### config.mk
export PLATFORM = sky130hd
export DESIGN_NAME = div_unit
export DESIGN_NICKNAME = d
export VERILOG_FILES = /design/src/rtl/riscv_defs.sv /design/src/rtl/div_unit.sv
export SDC_FILE = /design/constraint.sdc
export NUM_CORES = 1
export LEC_CHECK = 0
export CAP_MARGIN = 20
export CORE_ASPECT_RATIO = 0.75
export CORE_MARGIN = 2
export CORE_UTILIZATION = 35
export CTS_CLUSTER_SIZE = 12
export DETAILED_ROUTE_END_ITERATION = 7
export PLACE_DENSITY_LB_ADDON = 0.05
export SYNTH_ARGS = -nofsm -noshare
export SYNTH_HDL_FRONTEND = slang
export SYNTH_SLANG_ARGS = --single-unit
### constraint.sdc
create_clock -name clk -period 9.9 [get_ports clk]
set_clock_uncertainty 0.1 [all_clocks]
set_input_delay 0.99 -clock clk [delete_from_list [all_inputs] [get_ports clk]]
set_output_delay 0.99 -clock clk [all_outputs]
set_load 0.02 [all_outputs]
### src/rtl/riscv_defs.sv
// riscv_defs: shared RV32 widths, divider state encodings and divider constants
package riscv_defs;
  localparam int XLEN = 32;
  localparam int DIV_ITER = XLEN;
  localparam logic [XLEN-1:0] DIV_ZERO_QUOTIENT = '1;
  typedef enum logic [1:0] {
    DIV_IDLE = 2'd0,
    DIV_ZERO = 2'd1,
    DIV_CALC = 2'd2,
    DIV_END  = 2'd3
  } div_state_e;
endpackage

### src/rtl/div_unit.sv
// div_unit: iterative radix-2 restoring divider for DIV/DIVU/REM/REMU; DIV_EARLY_EXIT_EN skips iteration when |dividend| < |divisor|
module div_unit #(
  parameter int XLEN = 32,
  parameter int CNT_W = 6
) (
  input  logic            clk,
  input  logic            rst,
  input  logic            start_i,
  input  logic            signed_i,
  input  logic            rem_i,
  input  logic [XLEN-1:0] dividend_i,
  input  logic [XLEN-1:0] divisor_i,
  input  logic            annul_i,
  output logic [XLEN-1:0] result_o,
  output logic            ready_o,
  output logic            stallreq_o
);
  import riscv_defs::*;
  div_state_e state;
  logic [CNT_W-1:0] cnt;
  logic [XLEN-1:0] quo, dvs, raw, prem;
  logic q_neg, r_neg, rem_sel;
  logic [XLEN-1:0] a_abs, b_abs, quo_nx, prem_nx, q_fin, r_fin;
  logic [XLEN:0] shf, diff;
  // operand magnitudes, one restoring step and the sign fix-up of the last step
  always_comb begin
    a_abs = (signed_i & dividend_i[XLEN-1]) ? -dividend_i : dividend_i;
    b_abs = (signed_i & divisor_i[XLEN-1]) ? -divisor_i : divisor_i;
    shf = {prem, quo[XLEN-1]};
    diff = shf - {1'b0, dvs};
    prem_nx = diff[XLEN] ? shf[XLEN-1:0] : diff[XLEN-1:0];
    quo_nx = {quo[XLEN-2:0], ~diff[XLEN]};
    q_fin = q_neg ? -quo_nx : quo_nx;
    r_fin = r_neg ? -prem_nx : prem_nx;
  end
  assign stallreq_o = ~annul_i & ((state == DIV_IDLE) ? start_i : (state == DIV_ZERO || state == DIV_CALC));
  // control FSM with the iteration datapath and registered result/ready
  always_ff @(posedge clk or posedge rst) begin
    if (rst) begin
      state <= DIV_IDLE;
      cnt <= '0;
      quo <= '0;
      dvs <= '0;
      raw <= '0;
      prem <= '0;
      q_neg <= 1'b0;
      r_neg <= 1'b0;
      rem_sel <= 1'b0;
      result_o <= '0;
      ready_o <= 1'b0;
    end else begin
      ready_o <= 1'b0;
      if (annul_i) state <= DIV_IDLE;
      else case (state)
        DIV_IDLE: if (start_i) begin
          quo <= a_abs;
          dvs <= b_abs;
          raw <= dividend_i;
          prem <= '0;
          cnt <= '0;
          q_neg <= signed_i & (dividend_i[XLEN-1] ^ divisor_i[XLEN-1]);
          r_neg <= signed_i & dividend_i[XLEN-1];
          rem_sel <= rem_i;
          if (divisor_i == '0) state <= DIV_ZERO;
`ifdef DIV_EARLY_EXIT_EN
          else if (a_abs < b_abs) begin
            result_o <= rem_i ? dividend_i : '0;
            ready_o <= 1'b1;
            state <= DIV_END;
          end
`endif
          else state <= DIV_CALC;
        end
        DIV_ZERO: begin
          result_o <= rem_sel ? raw : '1;
          ready_o <= 1'b1;
          state <= DIV_END;
        end
        DIV_CALC: begin
          quo <= quo_nx;
          prem <= prem_nx;
          cnt <= cnt + 1'b1;
          if (cnt == CNT_W'(DIV_ITER - 1)) begin
            result_o <= rem_sel ? r_fin : q_fin;
            ready_o <= 1'b1;
            state <= DIV_END;
          end
        end
        default: state <= DIV_IDLE;
      endcase
    end
  end
endmodule
==> Word level (Yosys, flattened, before mapping) <==
Cells that the tools add are included.
{ "totals": {"in_bits": 70, "word_cells": 64, "regBits": 172, "output_inout_bits": 34} }
{ "op_classes": {"n_eq_ne": 7, "mux": 24, "n_reduce_logical": 9, "add_sub_neg": 6, "bitwise": 7} }
{ "op_table": {"columns": ["op", "count"], "rows": [
  ["32-bit two-way mux", 10],
  ["32-bit case mux with 2 select lines", 3],
  ["32-bit negator", 4],
  ["33-bit by 32-bit subtractor with 33-bit output", 1],
  ["32-bit logical NOT", 1],
  ["6-bit case mux with 2 select lines", 1],
  ["3-bit AND reduction", 3],
  ["2-bit two-way mux", 4],
  ["6-bit by 1-bit adder with 6-bit output (second input constant)", 1],
  ["6-bit by 5-bit == test with 1-bit output (second input constant)", 1],
  ["6-bit two-way mux", 1],
  ["2-bit case mux with 3 select lines", 1],
  ["1-bit AND", 4],
  ["2-bit nonzero test", 2],
  ["1-bit two-way mux", 3],
  ["3-bit by 2-bit != test with 1-bit output (second input constant)", 1],
  ["3-bit != test (second input constant)", 1],
  ["2-bit by 1-bit == test with 1-bit output (second input constant)", 1],
  ["2-bit == test (second input constant)", 1],
  ["2-bit logical NOT", 1],
  ["2-bit by 1-bit != test with 1-bit output (second input constant)", 1],
  ["2-bit != test (second input constant)", 1],
  ["1-bit inverter", 2],
  ["1-bit case mux with 2 select lines", 1],
  ["3 further kinds", 3]
]} }

==> Logic depth before layout (Yosys ltp) <==
{ "depth": {"depth_word": 7, "ltp_mapped": 23, "mapped_depth_nobuf": 20} }

==> Least setup slack after synthesis <==
Ideal clock, no wire load.
{ "synth_timing": {"kind": "register to register", "from": "register quo[31]", "to": "register result_o[30]", "period_less_slack_ns": 4.867, "slack_ns": 5.033, "setup_time_ns": 0.123, "path_buffers": 2, "t_arrival_ns": 4.644, "stages_incl_launch_ff": 22, "required_time_ns": 9.677, "cell_sequence": "dfrtp_1 -> inv_1 -> ha_1 -> fa_1 -> nor2b_1 -> o31a_1 -> o21ai_2 -> o211ai_2 -> o31a_4 -> xor2_4 -> buf_2 -> buf_2 -> nand2_1 -> o21ai_0 -> ha_1 -> inv_1 -> or4_1 -> mux2i_2 -> nand4_1 -> nor4_2 -> mux2i_1 -> nand2_1"} }
{ "synth_between": {"elab_chain_len": 7, "elab_cells_between_ends": 10, "cone_classes": "3 x add/sub; 6 x mux; 1 x bitwise"} }
{ "synth_lines": {"columns": ["item", "line", "text"], "rows": [
  ["from (decl)", "div_unit.sv:21", "logic [XLEN-1:0] quo, dvs, raw, prem;"],
  ["from (signal assigned)", "div_unit.sv:56", "quo <= a_abs;"],
  ["from (signal assigned)", "div_unit.sv:80", "quo <= quo_nx;"],
  ["33-bit by 32-bit subtractor with 33-bit output", "div_unit.sv:30", "diff = shf - {1'b0, dvs};"],
  ["32-bit two-way mux / 1-bit inverter (equally long branches)", "div_unit.sv:31, div_unit.sv:32", null],
  ["32-bit negator (on tied branches)", "div_unit.sv:34, div_unit.sv:33", null],
  ["32-bit two-way mux (on tied branches)", "div_unit.sv:34, div_unit.sv:33", null],
  ["32-bit two-way mux (*)", "div_unit.sv:84", "result_o <= rem_sel ? r_fin : q_fin;"],
  ["32-bit two-way mux (*)", "div_unit.sv:83", "if (cnt == CNT_W'(DIV_ITER - 1)) begin"],
  ["32-bit case mux with 2 select lines (*)", "div_unit.sv:54", "else case (state)"],
  ["to (signal assigned)", "div_unit.sv:75", "result_o <= rem_sel ? raw : '1;"],
  ["to (signal assigned)", "div_unit.sv:84", null],
  ["to (decl)", "div_unit.sv:14", "output logic [XLEN-1:0] result_o,"]
]} }
Mark *: on every way between the ends. The rest lies on a longest branch, timed or not. The select of a mux whose other input is x is not followed.
A chain may end at the register's enable or synchronous reset.

==> Final worst setup path <==
Same ends and word-level chain as after synthesis.

==> impl_metrics.py <==
metrics = {
    "timing": {
        "finalSetupViolations": 0,
        "final-hold-violation-count": 0,
        "relSlewSlack_pct": 24.0,
        "fmax_mhz": 184,
        "worstMarginPinSlew_ns": 1.13,
        "slew_viol_final": 0,
        "min_period_over_period_pct": 55.0,
        "rsz0062_at_grt": "no",
        "tns_ns": 0,
        "fin_ws_ns": 4.45,
        "min_period_ns": 5.45,
        "timing.hold.ws_ns": 0.374,
    },
    "worst_setup_path": {
        "crit_type": "reg2reg",
        "crit_start": "quo[31]$_DFFE_PP0P_",
        "startpoint_type": "flip-flop",
        "arrival_ns": 5.69,
        "slowest_delay_ns": 0.58,
        "worstPathCellList": "inv_1, ha_1, fa_1, nor2b_1, o31a_1, o21ai_2, o211ai_2, o31a_4, xor2_4, nand2_1, o21ai_0, ha_1, inv_1, or4_1, mux2i_2, nand4_1, nor4_2, mux2i_1, nand2_1",
        "cp_num_buf_inv": 2,
        "cp.required_ns": 10.14,
        "endpoint_kind": "flip-flop",
        "worstReg2RegStart": "quo[31]$_DFFE_PP0P_",
        "cp_max_fo": 21,
        "path_delay_family": "simple AND/OR/NAND/NOR gates",
        "crit_slowest_cell": "xor2_4",
    },
    "logic_synthesis": {
        "avgSynthCellArea_um2": 8.00,
        "synth_seq_area_share_pct": 33.7,
        "synthFlopType": "dfrtp_1",
        "syn_nets": 1708,
        "synth_top_cell_area_share_pct": 33.7,
        "synth_common_cells": "nand2_1, dfrtp_1, o21ai_0, a21oi_1, nor2_1",
        "syn_area_um2": 12800,
        "post_synth_num_cell_types": 87,
        "synth-edff-count": 0,
        "synth_top_cell_by_area": "dfrtp_1",
        "ys_ff_latch": 172,
        "synth.most_common_cell": "nand2_1",
        "synthArstFlopShare_pct": 100,
        "ys_warn_count": 0,
        "synth_cells": 1596,
        "ys_top_cells_by_area": "dfrtp_1, nand2_1, o21ai_0",
    },
    "route": {
        "firstDrtPassIters": 5,
        "vias_per_cell": 5.54,
        "initialDrtViolationCount": 819,
        "drcViolationCount": 0,
        "ant_nets": 0,
        "post_drt_wl_per_cell_um": 19.9,
        "vias": 11799,
        "routed_wl_mm": 42.4,
    },
    "floorplanning": {
        "initial_core_util_pct": 35.6,
        "die_w_um": 225,
        "rows": 60,
        "core-area_um2": 35900,
        "die_area_um2": 38100,
        "num_io_pins": 104,
        "die_h_um": 169,
    },
    "clock_network": {
        "ctsHoldBuffers": 0,
        "clk_pin_slew_ns": 0.07,
        "clk_path_buf_depth": 2,
        "cts_made_buffers": 17,
        "ctsResizeCount": 0,
        "cts_root_buf": "clkbuf_16",
        "htree_num_levels": 4,
        "cts_tree": "done",
        "cts_setup_buffers": 0,
        "clock_latency_ns": 0.46,
        "cts.sinks": 172,
    },
    "power_and_ir_drop": {
        "leakagePower_nw": 6.17,
        "total_power_mw": 4.08,
        "powerDensity_nw_per_um2": 274,
        "peakVddDrop_uv": 133,
    },
    "min_path": {
        "hp-start": "raw[3]$_DFFE_PP0P_",
        "min_path_type": "reg2reg",
    },
    "job": {
        "drv_cap": 0,
    },
    "grt": {
        "grt_max_degree": 90,
        "first_global_vias": 11434,
        "overflow": 0,
        "antenna_found_initial": 1,
        "grt_pass1_wl_mm": 67.5,
        "grt_usage_pct": 23.0,
    },
    "layout": {
        "layout-drive-gt1-share_pct": 6.01,
        "multi_input_area_um2": 7930,
        "final_net_count": 1763,
        "n_fill_cell": 3669,
        "seqCellArea_um2": 4300,
        "layoutNonFillerInstCount": 2129,
        "diodes": 0,
        "syn_to_final_growth_pct": 16.4,
    },
    "run_status": {
        "status": "complete, no violations",
    },
    "place": {
        "place_ws_ns": 4.51,
        "gp_congestion": 0.862,
        "numPortBuffers": 103,
        "placed_cells": 2097,
        "dp_hpwl_mm": 31.6,
    },
}
## registers in the layout (all words and copies together) (netlist names)
signal,count
rem_sel,1
dvs,32
result_o,32
raw,32
prem,32
quo,32
q_neg,1
ready_o,1
r_neg,1
state,2
cnt,6
## cells by family (layout without fill, tap and decap cells)
logic type,Yosys count,in the layout,share of synthesized area (%)
adders and majority gates,42,42,4.17
AOI/OAI and AO/OA,476,476,23.2
buffers and inverters,144,212,4.55
DFF,172,172,33.7
muxes,40,40,3.46
xor gates and xnor gates,133,133,9.27
and+or+nand+nor,589,589,21.7
## placed cells by master, fill, tap and decap left out, drive strengths merged, types with 20 or more instances in the layout
| cell | n |
|---|---|
| nand2 | 290 |
| nor2 | 113 |
| inv | 57 |
| o21ai | 193 |
| dfrtp | 172 |
| xnor2 | 70 |
| nor3 | 31 |
| mux2i | 26 |
| clkbuf | 23 |
| xor2 | 63 |
| clkdlybuf4s50 | 103 |
| a21oi | 114 |
| ha | 41 |
| o31ai | 20 |
## area by class of cell
class,count,share of cell area (%)
Multi-Input combinational cell,1280,53.3
Clock buffer,23,3.42
Inverter,58,1.50
Clock inverter,9,1.05
Tap cell,465,3.91
Timing Repair Buffer,122,7.89
Sequential cell,172,28.9
## worst paths after layout
check                                                end  slack [ns]  depth (start not counted)
worst min register to register        raw[3]$_DFFE_PP0P_        0.37                          2
min in group asynchronous             raw[5]$_DFFE_PP0P_        0.90                          2
worst min-delay path                  raw[3]$_DFFE_PP0P_        0.37                          2
max in group asynchronous            raw[22]$_DFFE_PP0P_        6.88                          4
worst max register to register  result_o[30]$_DFFE_PP0P_        4.45                         19
worst max-delay path            result_o[30]$_DFFE_PP0P_        4.45                         19
## worst reg2reg max path, cell delays in order (launching register included)
cell and delay, ns:
dfrtp_1 0.40, inv_1 0.07, ha_1 0.24, fa_1 0.42
nor2b_1 0.18, o31a_1 0.26, o21ai_2 0.15, o211ai_2 0.28
o31a_4 0.19, xor2_4 0.58, nand2_1 0.11, o21ai_0 0.16
ha_1 0.29, inv_1 0.07, or4_1 0.54, mux2i_2 0.37
nand4_1 0.31, nor4_2 0.32, mux2i_1 0.22, nand2_1 0.07
## power by group
part	switching, mW	internal, mW
clock network	0.311	0.463
logic	1.28	0.796
registers	0.258	0.974
total	1.85	2.23
## metal layers
metal  vias to the layer above  part of all wire, %  GRT usage [%]
met5                         -                    0              0
met4                         0                  1.4           5.36
met3                        36                  4.7           3.96
met2                       276                   43           34.4
met1                      5687                   51           34.3
li1                       5800                    -              -
## metrics by stage
step | cell area, um^2 | util (%)
floorplan | 12800 | -
global placement | 14200 | 39.6
detailed placement | 14200 | 39.6
CTS | 14900 | 41.4
global route | 14900 | 41.4
finish | 14900 | 41.4
No activity file was read; power rests on OpenSTA's default activity.
